`src/rtl/pipeline_hazard_ctrl_pkg.sv`:
```
// pipeline_hazard_ctrl_pkg: state encodings and default widths for the hazard controller
package pipeline_hazard_ctrl_pkg;
  localparam int HC_AWIDTH = 5;
  localparam int HC_CNT_WIDTH = 16;
  typedef enum logic [1:0] {
    HC_RUN        = 2'd0,
    HC_LOAD_STALL = 2'd1,
    HC_MD_WAIT    = 2'd2
  } hc_state_e;
endpackage

```
`src/rtl/pipeline_hazard_ctrl_if.sv`:
```
// pipeline_hazard_ctrl_if: decode/execute status in, pipeline-register controls out
interface pipeline_hazard_ctrl_if
  import pipeline_hazard_ctrl_pkg::*;
#(
  parameter int AWIDTH    = HC_AWIDTH,
  parameter int CNT_WIDTH = HC_CNT_WIDTH
);
  logic                 hc_i_id_ce;
  logic [AWIDTH-1:0]    hc_i_id_rs;
  logic [AWIDTH-1:0]    hc_i_id_rt;
  logic                 hc_i_id_uses_rt;
  logic                 hc_i_id_md_start;
  logic                 hc_i_id_hilo_rd;
  logic                 hc_i_ex_ce;
  logic                 hc_i_ex_mem_read;
  logic [AWIDTH-1:0]    hc_i_ex_rd;
  logic                 hc_i_ex_change_pc;
  logic                 hc_o_pc_stall;
  logic                 hc_o_ifid_stall;
  logic                 hc_o_ifid_flush;
  logic                 hc_o_idex_bubble;
  logic                 hc_o_md_busy;
  logic [1:0]           hc_o_state;
  logic [CNT_WIDTH-1:0] hc_o_stall_cnt;
  modport master (
    output hc_i_id_ce, hc_i_id_rs, hc_i_id_rt, hc_i_id_uses_rt, hc_i_id_md_start,
           hc_i_id_hilo_rd, hc_i_ex_ce, hc_i_ex_mem_read, hc_i_ex_rd, hc_i_ex_change_pc,
    input  hc_o_pc_stall, hc_o_ifid_stall, hc_o_ifid_flush, hc_o_idex_bubble,
           hc_o_md_busy, hc_o_state, hc_o_stall_cnt
  );
  modport slave (
    input  hc_i_id_ce, hc_i_id_rs, hc_i_id_rt, hc_i_id_uses_rt, hc_i_id_md_start,
           hc_i_id_hilo_rd, hc_i_ex_ce, hc_i_ex_mem_read, hc_i_ex_rd, hc_i_ex_change_pc,
    output hc_o_pc_stall, hc_o_ifid_stall, hc_o_ifid_flush, hc_o_idex_bubble,
           hc_o_md_busy, hc_o_state, hc_o_stall_cnt
  );
endinterface

```
`src/rtl/pipeline_hazard_ctrl_hazard_detect.sv`:
```
// hazard_detect: combinational load-use and MULT/DIV hazard compare
module hazard_detect #(
  parameter int AWIDTH = 5
) (
  input  logic              i_id_ce,
  input  logic [AWIDTH-1:0] i_id_rs,
  input  logic [AWIDTH-1:0] i_id_rt,
  input  logic              i_id_uses_rt,
  input  logic              i_id_md_start,
  input  logic              i_id_hilo_rd,
  input  logic              i_ex_ce,
  input  logic              i_ex_mem_read,
  input  logic [AWIDTH-1:0] i_ex_rd,
  input  logic              i_md_busy,
  output logic              o_luh,
  output logic              o_mdh
);
  assign o_luh = i_id_ce & i_ex_ce & i_ex_mem_read & (i_ex_rd != '0) &
                 ((i_ex_rd == i_id_rs) | (i_id_uses_rt & (i_ex_rd == i_id_rt)));
  assign o_mdh = i_md_busy & i_id_ce & (i_id_md_start | i_id_hilo_rd);
endmodule

```
`src/rtl/pipeline_hazard_ctrl.sv`:
```
// pipeline_hazard_ctrl: load-use stalls, branch flushes and MULT/DIV busy window around execute
module pipeline_hazard_ctrl
  import pipeline_hazard_ctrl_pkg::*;
#(
  parameter int AWIDTH         = HC_AWIDTH,
  parameter int LOAD_STALL_CYC = 1,
  parameter int MD_LATENCY     = 32,
  parameter int CNT_WIDTH      = HC_CNT_WIDTH
) (
  input  logic                 hc_i_clk,
  input  logic                 hc_i_rst,
  pipeline_hazard_ctrl_if.slave hc
);
  localparam int LW = $clog2(LOAD_STALL_CYC + 1);
  localparam int MW = $clog2(MD_LATENCY);
  hc_state_e            r_state, w_state_nxt;
  logic [LW-1:0]        r_ld_cnt, w_ld_nxt;
  logic [MW-1:0]        r_md_cnt, w_md_nxt;
  logic [CNT_WIDTH-1:0] r_stall_cnt;
  logic                 w_luh, w_mdh, w_cp, w_pend, w_stall, w_md_go, w_md_busy;
  assign w_md_busy = r_state == HC_MD_WAIT;
  hazard_detect #(.AWIDTH(AWIDTH)) u_hd (
    .i_id_ce      (hc.hc_i_id_ce),
    .i_id_rs      (hc.hc_i_id_rs),
    .i_id_rt      (hc.hc_i_id_rt),
    .i_id_uses_rt (hc.hc_i_id_uses_rt),
    .i_id_md_start(hc.hc_i_id_md_start),
    .i_id_hilo_rd (hc.hc_i_id_hilo_rd),
    .i_ex_ce      (hc.hc_i_ex_ce),
    .i_ex_mem_read(hc.hc_i_ex_mem_read),
    .i_ex_rd      (hc.hc_i_ex_rd),
    .i_md_busy    (w_md_busy),
    .o_luh        (w_luh),
    .o_mdh        (w_mdh)
  );
  // A non-zero load counter means stall cycles are still owed, in LOAD_STALL or alongside MD_WAIT
  always_comb begin
    w_cp        = hc.hc_i_ex_change_pc;
    w_pend      = r_ld_cnt != '0;
    w_stall     = !w_cp & (w_pend | w_mdh | w_luh);
    w_md_go     = (r_state == HC_RUN) & hc.hc_i_id_ce & hc.hc_i_id_md_start & !w_stall & !w_cp;
    w_ld_nxt    = w_cp ? '0 : w_pend ? r_ld_cnt - LW'(1) :
                  (w_luh & !w_mdh) ? LW'(LOAD_STALL_CYC - 1) : '0;
    w_md_nxt    = w_md_busy ? ((r_md_cnt != '0) ? r_md_cnt - MW'(1) : '0) :
                  w_md_go ? MW'(MD_LATENCY - 1) : '0;
    w_state_nxt = ((w_md_busy && r_md_cnt != '0) || w_md_go) ? HC_MD_WAIT :
                  (w_ld_nxt != '0) ? HC_LOAD_STALL : HC_RUN;
  end
  always_ff @(posedge hc_i_clk) begin
    if (hc_i_rst) begin
      r_state     <= HC_RUN;
      r_ld_cnt    <= '0;
      r_md_cnt    <= '0;
      r_stall_cnt <= '0;
    end else begin
      r_state     <= w_state_nxt;
      r_ld_cnt    <= w_ld_nxt;
      r_md_cnt    <= w_md_nxt;
      r_stall_cnt <= (w_stall && !(&r_stall_cnt)) ? r_stall_cnt + CNT_WIDTH'(1) : r_stall_cnt;
    end
  end
  assign hc.hc_o_pc_stall    = !hc_i_rst & w_stall;
  assign hc.hc_o_ifid_stall  = !hc_i_rst & w_stall;
  assign hc.hc_o_ifid_flush  = !hc_i_rst & w_cp;
  assign hc.hc_o_idex_bubble = !hc_i_rst & (w_stall | w_cp);
  assign hc.hc_o_md_busy     = !hc_i_rst & w_md_busy;
  assign hc.hc_o_state       = hc_i_rst ? HC_RUN : r_state;
  assign hc.hc_o_stall_cnt   = hc_i_rst ? '0 : r_stall_cnt;
endmodule

```
`src/flat_wrapper.sv`:
```
// flat-port wrapper written by rule: the top's interface ports become plain ports
module pipeline_hazard_ctrl_flat import pipeline_hazard_ctrl_pkg::*;
#(
  parameter int AWIDTH         = HC_AWIDTH,
  parameter int LOAD_STALL_CYC = 1,
  parameter int MD_LATENCY     = 32,
  parameter int CNT_WIDTH      = HC_CNT_WIDTH
)
  (hc_i_clk, hc_i_rst, hc_hc_i_id_ce, hc_hc_i_id_rs, hc_hc_i_id_rt, hc_hc_i_id_uses_rt, hc_hc_i_id_md_start, hc_hc_i_id_hilo_rd, hc_hc_i_ex_ce, hc_hc_i_ex_mem_read, hc_hc_i_ex_rd, hc_hc_i_ex_change_pc, hc_hc_o_pc_stall, hc_hc_o_ifid_stall, hc_hc_o_ifid_flush, hc_hc_o_idex_bubble, hc_hc_o_md_busy, hc_hc_o_state, hc_hc_o_stall_cnt);
  pipeline_hazard_ctrl_if #(.AWIDTH(AWIDTH), .CNT_WIDTH(CNT_WIDTH)) hc_i ();
  input  logic hc_i_clk;
  input  logic hc_i_rst;
  input wire logic [$bits(hc_i.hc_i_id_ce)-1:0] hc_hc_i_id_ce;
  input wire logic [$bits(hc_i.hc_i_id_rs)-1:0] hc_hc_i_id_rs;
  input wire logic [$bits(hc_i.hc_i_id_rt)-1:0] hc_hc_i_id_rt;
  input wire logic [$bits(hc_i.hc_i_id_uses_rt)-1:0] hc_hc_i_id_uses_rt;
  input wire logic [$bits(hc_i.hc_i_id_md_start)-1:0] hc_hc_i_id_md_start;
  input wire logic [$bits(hc_i.hc_i_id_hilo_rd)-1:0] hc_hc_i_id_hilo_rd;
  input wire logic [$bits(hc_i.hc_i_ex_ce)-1:0] hc_hc_i_ex_ce;
  input wire logic [$bits(hc_i.hc_i_ex_mem_read)-1:0] hc_hc_i_ex_mem_read;
  input wire logic [$bits(hc_i.hc_i_ex_rd)-1:0] hc_hc_i_ex_rd;
  input wire logic [$bits(hc_i.hc_i_ex_change_pc)-1:0] hc_hc_i_ex_change_pc;
  output wire logic [$bits(hc_i.hc_o_pc_stall)-1:0] hc_hc_o_pc_stall;
  output wire logic [$bits(hc_i.hc_o_ifid_stall)-1:0] hc_hc_o_ifid_stall;
  output wire logic [$bits(hc_i.hc_o_ifid_flush)-1:0] hc_hc_o_ifid_flush;
  output wire logic [$bits(hc_i.hc_o_idex_bubble)-1:0] hc_hc_o_idex_bubble;
  output wire logic [$bits(hc_i.hc_o_md_busy)-1:0] hc_hc_o_md_busy;
  output wire logic [$bits(hc_i.hc_o_state)-1:0] hc_hc_o_state;
  output wire logic [$bits(hc_i.hc_o_stall_cnt)-1:0] hc_hc_o_stall_cnt;
  assign hc_i.hc_i_id_ce = hc_hc_i_id_ce;
  assign hc_i.hc_i_id_rs = hc_hc_i_id_rs;
  assign hc_i.hc_i_id_rt = hc_hc_i_id_rt;
  assign hc_i.hc_i_id_uses_rt = hc_hc_i_id_uses_rt;
  assign hc_i.hc_i_id_md_start = hc_hc_i_id_md_start;
  assign hc_i.hc_i_id_hilo_rd = hc_hc_i_id_hilo_rd;
  assign hc_i.hc_i_ex_ce = hc_hc_i_ex_ce;
  assign hc_i.hc_i_ex_mem_read = hc_hc_i_ex_mem_read;
  assign hc_i.hc_i_ex_rd = hc_hc_i_ex_rd;
  assign hc_i.hc_i_ex_change_pc = hc_hc_i_ex_change_pc;
  assign hc_hc_o_pc_stall = hc_i.hc_o_pc_stall;
  assign hc_hc_o_ifid_stall = hc_i.hc_o_ifid_stall;
  assign hc_hc_o_ifid_flush = hc_i.hc_o_ifid_flush;
  assign hc_hc_o_idex_bubble = hc_i.hc_o_idex_bubble;
  assign hc_hc_o_md_busy = hc_i.hc_o_md_busy;
  assign hc_hc_o_state = hc_i.hc_o_state;
  assign hc_hc_o_stall_cnt = hc_i.hc_o_stall_cnt;
  pipeline_hazard_ctrl #(.AWIDTH(AWIDTH), .LOAD_STALL_CYC(LOAD_STALL_CYC), .MD_LATENCY(MD_LATENCY), .CNT_WIDTH(CNT_WIDTH)) u_core (.hc_i_clk(hc_i_clk), .hc_i_rst(hc_i_rst), .hc(hc_i));
endmodule
```
`config.mk`:
```
export PLATFORM = sky130hd
export DESIGN_NAME = pipeline_hazard_ctrl_flat
export DESIGN_NICKNAME = d
export VERILOG_FILES = /design/src/rtl/pipeline_hazard_ctrl_pkg.sv /design/src/rtl/pipeline_hazard_ctrl_if.sv /design/src/rtl/pipeline_hazard_ctrl_hazard_detect.sv /design/src/rtl/pipeline_hazard_ctrl.sv /design/src/flat_wrapper.sv
export SDC_FILE = /design/constraint.sdc
export NUM_CORES = 1
export LEC_CHECK = 0
export ABC_AREA = 1
export BUFFER_PORTS_ARGS = -buffer_cell sky130_fd_sc_hd__buf_2
export CORE_MARGIN = 2
export CORE_UTILIZATION = 40
export DETAILED_ROUTE_END_ITERATION = 10
export SLEW_MARGIN = 0
export SYNTH_ARGS = -nofsm -noshare
export SYNTH_HDL_FRONTEND = slang
export SYNTH_SLANG_ARGS = --single-unit
```
`constraint.sdc`:
```
create_clock -name hc_i_clk -period 4.2 [get_ports hc_i_clk]
set_input_delay 0.63 -clock hc_i_clk [delete_from_list [all_inputs] [get_ports hc_i_clk]]
set_output_delay 0.63 -clock hc_i_clk [all_outputs]
set_load 0.005 [all_outputs]
```
==> results.py <==
metrics = {
    "setup_path": {
        "rr_startpoint": "u_core.r_stall_cnt[0]$_SDFFE_PP0P_",
        "endpoint_kind": "output pin",
        "worstPathArrival_ps": 2050,
        "r2r_end": "u_core.r_stall_cnt[0]$_SDFFE_PP0P_",
        "cp_slowest_stage_delay_ps": 460,
        "r2r_cells": 10,
        "crit_family": "simple AND/OR/NAND/NOR gates",
        "path_class": "input pin to output pin",
        "rrSetupSlack_ps": 2230,
        "cp-start-kind": "input pin",
        "path_max_fanout": 17,
        "critPathSlowestCell": "nand2_1",
        "critical_path_buf_inv_count": 3,
        "crit_required_ps": 3570,
        "cpMostUsedCell": "nand2_1",
        "crit_chain": "buf_2 > inv_1 > nand2_1 > nand2_1 > nor2_1 > nand3_1 > nand2_1 > nand2_1 > nand2_1 > nand2_1 > nor2_1 > buf_2",
    },
    "clocking": {
        "post-cts-setup-buffers": 0,
        "ctsResizeCount": 0,
        "insertion_delay_ps": 260,
        "cts_tree": "done",
        "clk_pin_slew_ps": 80,
        "hold_buffers": 0,
        "cts.sinks": 22,
        "h-tree-depth": 1,
        "root_buffer": "clkbuf_8",
        "cts_buffers": 3,
        "clockBufferDepth": 2,
    },
    "routing": {
        "drcViolationCount": 0,
        "ant_nets": 0,
        "detail_route.wl_per_cell_um": 10.80,
        "num_vias": 1667,
        "vias_per_cell": 4.696,
        "wl_um": 3835,
        "drt_iter0_markers": 72,
        "drt_first_pass_iters": 4,
    },
    "placed_design": {
        "place_congestion": 0.7982,
        "numPortBuffers": 45,
        "dpl.hpwl_um": 2837,
    },
    "logic_synthesis": {
        "ys_warn_count": 0,
        "postSynthAreaPerCell_um2": 6.087,
        "ys_seq_elements": 22,
        "ys_seq_area_share_pct": 27.10,
        "syn_area_um2": 1625,
        "yosysUniqueCellTypes": 27,
        "synthCells": 267,
        "syn_nets": 293,
    },
    "global_route": {
        "antenna_found_initial": 0,
        "grt_pass1_wl_um": 6113,
        "grt-ovfl-total": 0,
        "grt_pass1_vias": 1401,
        "grt_max_degree": 41,
        "grtUsageTotal_pct": 17.30,
    },
    "finish": {
        "drive_gt1_share_pct": 18.03,
        "area_growth_pct": 17.09,
        "fillers": 419,
        "nNetsFinal": 332,
        "regArea_um2": 440.4,
        "multi_input_area_um2": 973.4,
        "diodes": 0,
    },
    "floorplanning": {
        "die_w_um": 67.75,
        "start_util_pct": 41.23,
        "io_pins": 47,
        "rows": 23,
        "core_area_um2": 3943,
        "die_y_um": 67.75,
        "die-area_um2": 4589,
    },
    "timing": {
        "slew_headroom_pct": 55.11,
        "fin_crit_sh_pct": 63.81,
        "worst_pin_slew_ps": 673.4,
        "setup_tns_ps": 0,
        "fmax_ghz": 0.3731,
        "grt_setup_unrepaired": "no",
        "final-setup-viol-count": 0,
        "final_hold_viol_count": 0,
        "finalCriticalPeriod_ps": 2680,
        "finClkSkew_ps": 6.401,
        "whs_ps": 482.4,
        "drv_slew": 0,
    },
    "worst_hold_path": {
        "min_from": "u_core.r_stall_cnt[13]$_SDFFE_PP0P_",
        "holdPathStages": 2,
        "hp-class": "flop to flop",
        "worstHoldEndpoint": "u_core.r_stall_cnt[13]$_SDFFE_PP0P_",
    },
    "status": {
        "run_status": "completed",
    },
    "power_and_ir_drop": {
        "p_leak_nw": 0.8994,
        "power_density_nw_per_um2": 220.8,
        "vdd_drop_max_v": 0.0001637,
    },
    "flow_run": {
        "max_cap_violations": 0,
    },
}
metrics by stage:
stage / total power, mW / utilization [%] / setup slack, ps / cell area, µm² / std cells
2_1_floorplan: 0.2513 / - / 1990 / 1625 / 267
4_1_cts: 0.4252 / 48.27 / 1481 / 1903 / 355
5_1_grt: 0.4401 / 48.27 / 1289 / 1903 / 355
3_3_place_gp: 0.2712 / 46.87 / 1511 / 1848 / 351
6_report: 0.4202 / 48.27 / 1520 / 1903 / 355
3_5_place_dp: 0.2712 / 46.87 / 1489 / 1848 / 351
worst register-to-register path, stage by stage, from the launching register on:
cell and delay [ps]:
dfxtp_1 410, ha_1 260, inv_1 90, nor2_2 230
nand2_2 100, nor2_4 110, nand3_4 190, nand3_4 280
nand2_1 100, nand2_1 70, nor2_1 40
where the power goes:
group / internal, mW / switching, mW / leakage, nW
Combinational: 0.0206 / 0.0325 / 0.693
Clock: 0.0836 / 0.0709 / 0.0288
Sequential: 0.211 / 0.00191 / 0.178
Total: 0.315 / 0.105 / 0.899
per-layer routing:
metal	global-route usage (%)	routed length [µm]	vias to the layer above
met5	0	0	-
met4	6.378	55	0
met3	3.500	217	6
met2	29.29	1771	45
met1	21.46	1791	697
li1	-	-	919
worst max path at each step:
| stage | start | endpoint | cells past startpoint | slack, ps |
|---|---|---|---|---|
| 2_1_floorplan | hc_hc_i_ex_rd[3] | hc_hc_o_pc_stall | 11 | 1990 |
| 3_5_place_dp | hc_hc_i_ex_rd[3] | hc_hc_o_pc_stall | 12 | 1490 |
| 4_1_cts | hc_hc_i_ex_rd[3] | hc_hc_o_pc_stall | 12 | 1480 |
| 3_3_place_gp | hc_hc_i_ex_rd[2] | hc_hc_o_pc_stall | 12 | 1510 |
| 6_report | hc_hc_i_ex_rd[3] | hc_hc_o_pc_stall | 12 | 1520 |
| 5_1_grt | hc_hc_i_ex_rd[3] | hc_hc_o_ifid_stall | 12 | 1290 |
synthesized netlist by cell type:
master	count	area share [%]
o211ai_1	1	0.46
nor2_4	1	0.69
or2_2	1	0.39
nor3_1	6	1.8
ha_1	2	1.5
xor2_1	13	7.0
nand2_2	1	0.39
nor2_1	40	9.2
nand3_1	14	4.3
nand2_1	68	16
conb_1	1	0.23
xnor2_1	1	0.54
nand3b_1	1	0.46
inv_1	38	8.8
buf_2	1	0.31
nand4_1	20	7.7
clkinv_1	1	0.23
clkbuf_1	5	1.2
o21ai_0	3	0.92
dfxtp_1	22	27
buf_1	1	0.23
buf_8	1	0.92
nor2_2	1	0.39
nand3_4	2	2.2
buf_4	3	1.4
and3_1	1	0.39
a21oi_1	18	5.5
cell type report:
type                    instances  share of cell area [%]
clock buffers                   4                   2.893
inverters                      39                   7.692
multi-input cells             195                   51.15
flip-flops and latches         22                   23.14
well taps                      50                   3.287
repair buffers                 45                   11.83
state kept, by name, summed over array words and instances, names as in the netlist:
name                cells
u_core.r_stall_cnt     16
u_core.r_md_cnt         5
u_core.r_state          1
cells by family (layout without fill, tap and decap cells):
| kind of cell | Yosys count | count (layout) | synth area share, % |
|---|---|---|---|
| flip-flops | 22 | 22 | 27.10 |
| XOR/XNOR | 14 | 14 | 7.544 |
| AND/OR/NAND/NOR | 156 | 156 | 43.65 |
| other | 1 | 1 | 0.2307 |
| AO/OA/AOI/OAI | 22 | 22 | 6.929 |
| buffers and inverters | 50 | 88 | 13.01 |
| adder cells (fa/ha/maj) | 2 | 2 | 1.539 |
cell usage in the layout (no fill, tap or decap), drive strengths merged:
cell	Yosys	routed
nor2	42	42
nor3	6	6
a21oi	18	18
buf	6	45
or2	1	1
ha	2	2
o21ai	3	3
xor2	13	13
inv	38	38
nand3	16	16
and3	1	1
clkbuf	5	4
o211ai	1	1
nand4	20	20
xnor2	1	1
nand3b	1	1
conb	1	1
clkinv	1	1
nand2	69	69
dfxtp	22	22
Note: power is estimated with default switching activity, not from simulation.
